[config.mk]
export PLATFORM = sky130hd
export DESIGN_NAME = trace_pkt_writer
export DESIGN_NICKNAME = d
export VERILOG_FILES = /design/src/rtl/trace_pkt_writer.sv
export SDC_FILE = /design/constraint.sdc
export NUM_CORES = 1
export LEC_CHECK = 0
export BUFFER_PORTS_ARGS = -buffer_cell sky130_fd_sc_hd__clkbuf_2
export CELL_PAD_IN_SITES_DETAIL_PLACEMENT = 1
export CELL_PAD_IN_SITES_GLOBAL_PLACEMENT = 2
export CORE_AREA = 2 2 105 107
export DETAILED_ROUTE_END_ITERATION = 16
export DIE_AREA = 0 0 107 109
export GPL_ROUTABILITY_DRIVEN = 0
export GPL_TIMING_DRIVEN = 0
export HOLD_SLACK_MARGIN = 0.12
export PLACE_DENSITY = 0.71
export SETUP_SLACK_MARGIN = 0.2
export SYNTH_ARGS = -nofsm -noshare
export SYNTH_HDL_FRONTEND = slang
export SYNTH_SLANG_ARGS = --single-unit
[constraint.sdc]
create_clock -name traceClkin -period 1.8 [get_ports traceClkin]
set_clock_uncertainty 0.05 [all_clocks]
set_input_delay 0.36 -clock traceClkin [delete_from_list [all_inputs] [get_ports traceClkin]]
set_output_delay 0.36 -clock traceClkin [all_outputs]
set_load 0.03 [all_outputs]
[src/rtl/trace_pkt_writer.sv]
// Write-side sequencer for the trace packet ring: assembles 8-word packets into RAM slots,
// publishes a Gray write pointer to the reader domain, and counts dropped and malformed packets.
module trace_pkt_writer #(
  parameter int unsigned SLOT_BITS     = 4,
  parameter int unsigned WORDS_PER_PKT = 8
) (
  input  logic                 traceClkin,
  input  logic                 rst,
  input  logic                 sync,
  input  logic                 WdAvail,
  input  logic [15:0]          PacketWd,
  input  logic                 PacketReset,
  input  logic                 PacketCommit,
  input  logic [SLOT_BITS:0]   rdPtrGray,
  output logic                 ramWrEn,
  output logic [SLOT_BITS+2:0] ramWrAddr,
  output logic [15:0]          ramWrData,
  output logic [SLOT_BITS:0]   wrPtrGray,
  output logic                 full,
  output logic [7:0]           dropCount,
  output logic [7:0]           badCount
);

  localparam int unsigned PTR_W  = SLOT_BITS + 1;
  localparam int unsigned ADDR_W = SLOT_BITS + 3;
  localparam int unsigned IDX_W  = 4;
  localparam logic [IDX_W-1:0] PKT_LEN = IDX_W'(WORDS_PER_PKT);

  typedef enum logic [1:0] {IDLE, FILL, DROP} state_t;

  state_t             state, state_d;
  logic               sync_q1, sync_q2;
  logic [PTR_W-1:0]   rd_q1, rd_q2, rd_bin;
  logic [PTR_W-1:0]   wr_bin, wr_bin_d, wr_inc, wr_gray_d;
  logic [IDX_W-1:0]   idx, idx_d;
  logic               over, over_d;
  logic               wr_en_d;
  logic [ADDR_W-1:0]  wr_addr_d;
  logic [15:0]        wr_data_d;
  logic               full_d;
  logic [7:0]         drop_d, bad_d;

  // Gray-to-binary of the synchronised reader pointer
  always_comb begin
    rd_bin = '0;
    for (int i = 0; i < int'(PTR_W); i++) begin
      rd_bin[i] = ^(rd_q2 >> i);
    end
  end

  assign wr_inc = wr_bin + PTR_W'(1);
  assign full_d = (wr_bin[PTR_W-1] != rd_bin[PTR_W-1]) &&
                  (wr_bin[SLOT_BITS-1:0] == rd_bin[SLOT_BITS-1:0]);

  // Next-state and registered-output logic; one event acts per cycle by priority
  always_comb begin
    state_d   = state;
    idx_d     = idx;
    over_d    = over;
    wr_bin_d  = wr_bin;
    wr_gray_d = wrPtrGray;
    wr_en_d   = 1'b0;
    wr_addr_d = ramWrAddr;
    wr_data_d = ramWrData;
    drop_d    = dropCount;
    bad_d     = badCount;

    if (!sync_q2 || PacketReset) begin
      state_d = IDLE;
      idx_d   = '0;
      over_d  = 1'b0;
    end else if (PacketCommit) begin
      state_d = IDLE;
      idx_d   = '0;
      over_d  = 1'b0;
      case (state)
        FILL: begin
          if (idx == PKT_LEN && !over) begin
            wr_bin_d  = wr_inc;
            wr_gray_d = wr_inc ^ (wr_inc >> 1);
          end else if (badCount != 8'hFF) begin
            bad_d = badCount + 8'd1;
          end
        end
        DROP: begin
          if (dropCount != 8'hFF) drop_d = dropCount + 8'd1;
        end
        default: ;
      endcase
    end else if (WdAvail) begin
      case (state)
        IDLE: begin
          if (!full) begin
            wr_en_d   = 1'b1;
            wr_addr_d = {wr_bin[SLOT_BITS-1:0], 3'd0};
            wr_data_d = PacketWd;
            idx_d     = IDX_W'(1);
            state_d   = FILL;
          end else begin
            state_d = DROP;
          end
        end
        FILL: begin
          if (idx < PKT_LEN) begin
            wr_en_d   = 1'b1;
            wr_addr_d = {wr_bin[SLOT_BITS-1:0], idx[2:0]};
            wr_data_d = PacketWd;
            idx_d     = idx + IDX_W'(1);
          end else begin
            over_d = 1'b1;
          end
        end
        default: ;
      endcase
    end
  end

  always_ff @(posedge traceClkin) begin
    if (rst) begin
      state     <= IDLE;
      idx       <= '0;
      over      <= 1'b0;
      wr_bin    <= '0;
      sync_q1   <= 1'b0;
      sync_q2   <= 1'b0;
      rd_q1     <= '0;
      rd_q2     <= '0;
      ramWrEn   <= 1'b0;
      ramWrAddr <= '0;
      ramWrData <= '0;
      wrPtrGray <= '0;
      full      <= 1'b0;
      dropCount <= '0;
      badCount  <= '0;
    end else begin
      state     <= state_d;
      idx       <= idx_d;
      over      <= over_d;
      wr_bin    <= wr_bin_d;
      sync_q1   <= sync;
      sync_q2   <= sync_q1;
      rd_q1     <= rdPtrGray;
      rd_q2     <= rd_q1;
      ramWrEn   <= wr_en_d;
      ramWrAddr <= wr_addr_d;
      ramWrData <= wr_data_d;
      wrPtrGray <= wr_gray_d;
      full      <= full_d;
      dropCount <= drop_d;
      badCount  <= bad_d;
    end
  end

endmodule

== Word level (Yosys, flattened, before mapping) ==
Index checks and enable logic that the tools add are counted.

* Add/subtract/negate cells: 4
* Multipliers: 0
* Div/mod/pow operators: 0
* Magnitude comparators: 1
* Equal/unequal tests: 9
* Shifts and indexed selects: 0
* Multiplexer cells: 13
* Bitwise logic cells: 6
* Reduce and logical (&&, ||, !) cells: 21

{| class="wikitable"
|+ Operator list
! cell !! number
|-
| $mux W16 || 2
|-
| $pmux W16 S2 || 1
|-
| $reduce_xor A5 Y1 || 5
|-
| $add A8 B1 Y8 const B || 2
|-
| $ne A8 B8 Y1 const B || 2
|-
| $mux W7 || 2
|-
| $pmux W7 S2 || 1
|-
| $reduce_and A4 Y1 || 3
|-
| $mux W4 || 2
|-
| $pmux W4 S2 || 1
|-
| $reduce_and A6 Y1 || 1
|-
| $add A5 B1 Y5 const B || 1
|-
| $not A1 Y1 || 5
|-
| $reduce_and A5 Y1 || 1
|-
| $xor A5 B4 Y5 || 1
|-
| $add A4 B1 Y4 const B || 1
|-
| $eq A4 B4 Y1 || 1
|-
| $eq A4 B4 Y1 const B || 1
|-
| $lt A4 B4 Y1 const B || 1
|-
| $ne A2 B2 Y1 const B || 2
|-
| $reduce_or A4 Y1 || 1
|-
| $reduce_and A3 Y1 || 1
|-
| $reduce_or A3 Y1 || 1
|-
| $eq A2 B1 Y1 const B || 1
|-
| 11 further kinds || 14
|}

* Bits in registers: 70
* Bits in latches: 0
* RAM bits: 0
* Bits in read-only memories: 0
* Input port bits: 27
* Output and inout port bits: 46
* Word-level logic and storage cells: 69
* Memories: 0

== Logic depth before layout (Yosys ltp) ==
* Depth after elaboration: 4
* Depth in mapped cells: 8
* Gate-level depth less buffers: 6

== Worst setup path before layout ==
OpenSTA, ideal clock, no wires.

* Path type: register to register
* From: register idx[0]
* To: register badCount[4]
* Library setup time: 0.123 ns
* Arrival time: 1.651 ns
* Required time: 1.627 ns
* Path slack: -0.025 ns
* Stages on the path, launching flop included: 9
* Path buffers: 2
* Period minus slack after synthesis: 1.825 ns
* Cell sequence: dfxtp_1 > inv_1 > ha_1 > nand4bb_1 > buf_6 > nand3_4 > buf_6 > nor4b_1 > mux2_1

* Cells in the longest elaborated chain, start to end: 4

{| class="wikitable"
|+ Ends and longest elaborated chain
! element !! line !! source
|-
| start, declared || 35 || <nowiki>logic [IDX_W-1:0] idx, idx_d;</nowiki>
|-
| start signal, assigned || 137 || <nowiki>idx <= idx_d;</nowiki>
|-
| $eq A4 B4 Y1 || 78 || <nowiki>if (idx == PKT_LEN && !over) begin</nowiki>
|-
| $logic_and A1 B1 Y1 || 78 ||
|-
| $not A1 Y1 (no line) || n/a ||
|-
| $reduce_and A5 Y1 (no line) || n/a ||
|-
| end signal, assigned || 134 || <nowiki>badCount <= '0;</nowiki>
|-
| end signal, assigned || 150 || <nowiki>badCount <= bad_d;</nowiki>
|-
| end, declared || 21 || <nowiki>output logic [7:0] badCount</nowiki>
|}

Every way passes these cells.
A chain may end at the register's enable or synchronous reset.

== Final worst setup path ==
* From: register idx[1]
* To: register badCount[0]

Same word-level chain as after synthesis.

==> flow_summary.toml <==
[power_and_ir_drop]
sw_frac_of_total_pct = 23.68
pwr-share-comb_pct = 4.1
p_seq_share_pct = 54.4
switching_power_mw = 0.6712
vdd_drop_max_mv = 0.2904
clockPowerShare_pct = 41.5
p_int_mw = 2.164
p_leak_nw = 1.793
power.total_mw = 2.835
powerDensity_nw_per_um2 = 669.8

[grt]
grt_pass1_wl_mm = 12.44
grt_pass1_vias = 2521
antenna_found_initial = 0
track_usage_pct = 13.75
grt_max_degree = 12
grt_overflow = 0

[yosys]
ys_seq_elements = 69
synth-main-ff-cell = "dfxtp_1"
syn_area_um2 = 2992
synth_edf_count = 0
seq_area_frac_synth_pct = 46.17
yosysTopAreaCellShare_pct = 46.17
yosysWarnings = 0
ys_types = 53
synthCells = 312
synth-async-reset-ratio_pct = 0
synth_top_area_cell = "dfxtp_1"
avgSynthCellArea_um2 = 9.589
synthTopCellsByArea = "dfxtp_1, mux2i_1, nor2_1"
syn-num-nets = 344

[timing]
post-route-min-period_ns = 1.728
worstMarginPinSlew_ns = 0.5240
max_freq_ghz = 0.5787
setup_viol = 0
maxSlewHeadroom_pct = 65.07
final-hold-violation-count = 0
maxSlewViolCount = 0
setup_ws_ns = 0.07187
period_share_pct = 96.01
hold-worst-slack_ns = 0.1694
grt_setup_unrepaired = "yes"

[drt]
wl_mm = 7.999
ant_nets = 0
drt_pass1_iterations = 4
vias = 2637
drtIter0Drc = 42
routedWlPerCell_um = 14.28
drc = 0
avgViaCountPerCell = 4.709

[clock_network]
cts_max_path_buffers = 2
clock_sinks = 69
cts_buffers = 9
htree_levels = 3
clk_latency_ns = 0.34
cts_tree = "yes"
cts_root_buf = "clkbuf_8"
path_clk_slew_ns = 0.07
cts_hold_buf = 0

[setup_path]
critical_path_class = "register to register"
r2r_setup_slack_ns = 0.07
crit_chain = "inv_2 -> ha_4 -> nand4bb_1 -> buf_6 -> nand3_4 -> buf_8 -> buf_6 -> or3_4 -> a21oi_2"
crit_buf_inv = 4
cp-start-kind = "register"
crit_top_cell = "buf_6"
cp_data_required_time_ns = 2.02
path_max_fanout = 7
path_delay_family = "simple AND/OR/NAND/NOR gates"
arrival_ns = 1.95
cp-end-kind = "register"
cp_slowest_cell = "or3_4"
slowest_delay_ns = 0.36

[floorplan]
die_height_um = 109
io_pins = 73
fp.dieArea_um2 = 11660
start_util_pct = 28.22
coreArea_um2 = 10600
num_rows = 38
fp.dieW_um = 107

[layout]
n_antenna_cell = 0
nNetsFinal = 447
drive_gt1_share_pct = 42.14
regArea_um2 = 1404
multi_input_area_um2 = 1765
finalNonFillerCells = 560
layout_common_cells = "clkbuf_2, dfxtp_1, nor2_1"
layout_commonest_cell = "clkbuf_2"
area_growth_pct = 41.49
nFillCells = 1217

[outcome]
status = "finished clean"

[placed_design]
port_buffers = 72
post-place-ws_ns = -0.4112
dp.cells = 524
dp_hpwl_mm = 5.478

[job]
drv_cap = 0

[min_path]
hold_path_class = "input port to register"
[repair_timing]
| action | CTS | global route |
|---|---|---|
| setup buffers | 14 | 6 |
| endpoints found under the setup margin | 43 | 46 |
| gates cloned | 0 | 0 |
| resized for setup | 25 | 43 |
| pin swaps | 8 | 22 |
[stage by stage]
step | TNS (ns) | utilization, % | instance area [um^2]
2_1_floorplan | 0 | - | 3047
3_3_place_gp | -10.65 | 33.79 | 3582
3_5_place_dp | -10.86 | 33.79 | 3582
4_1_cts | 0 | 37.79 | 4006
5_1_grt | -0.006201 | 39.92 | 4233
6_report | 0 | 39.92 | 4233
[worst paths after layout]
kind	start	endpoint	cells past startpoint
worst max-delay path	idx[1]	badCount[0]	9
worst max register to register	idx[1]	badCount[0]	9
worst min register to register	rd_q1[1]	rd_q2[1]	1
worst min-delay path	rdPtrGray[2]	rd_q1[2]	2
[layer usage]
layer  routed length [um]  global-route usage [%]  part of all wire, %  up-vias
met3                  261                   3.527                  3.3        7
li1                     -                       -                    -     1305
met1                 3557                   17.03                   44     1286
met2                 4063                   22.75                   51       39
met4                  117                   5.844                  1.5        0
met5                    0                       0                    0        -
[synthesized netlist by cell type, types with 2 or more instances]
library cell  number
and2_1             2
xnor2_1           11
a211oi_1           2
buf_4              2
nand4_1            2
mux2i_1           25
buf_2              4
inv_1              7
a21oi_1           16
a31oi_1            4
or4_1              8
nor3_1             2
nand2b_1           5
o21ai_0            6
clkbuf_1           7
ha_1               5
xor2_1             3
dfxtp_1           69
nand3b_1           4
o31ai_1            5
nand2_1            9
nor2b_1           19
nor2_1            41
nor4_1             4
or3_1              5
mux2_2             2
o41ai_1            3
buf_6              3
a21boi_0           2
nand3_1           12
[flip-flops by register name, indices dropped and copies added (netlist names)]
register and count:
wr_bin 4, wrPtrGray 5, sync_q2 1, over 1, full 1, idx 4, ramWrAddr 7, sync_q1 1
dropCount 8, rd_q1 5, badCount 8, ramWrEn 1, rd_q2 5, state 2, ramWrData 16
[power by group through the flow]
stage / Sequential, mW / Combinational (mW) / Clock, mW
CTS: 1.54 / 0.114 / 1.23
floorplan: 1.58 / 0.0517 / 0
global placement: 1.58 / 0.107 / 0
detailed placement: 1.58 / 0.108 / 0
global route: 1.54 / 0.131 / 1.30
finish: 1.54 / 0.117 / 1.18
[cells by family after synthesis]
group           synth area share, %
simple gates                  24.80
xor+xnor                      4.099
compound gates                8.700
flops                         46.17
mux                           9.954
buf+inv                       4.182
fa+ha+maj                     2.091
[final cells by class]
type	count	share of cell area, %
multi-input cells	219	41.71
flip-flops and latches	69	33.17
repair buffers	92	13.18
well taps	140	4.138
clock buffers	13	3.754
plain buffers	17	2.986
inverters	7	0.6208
clock inverters	3	0.4434
No activity file was read; power rests on OpenSTA's default activity.
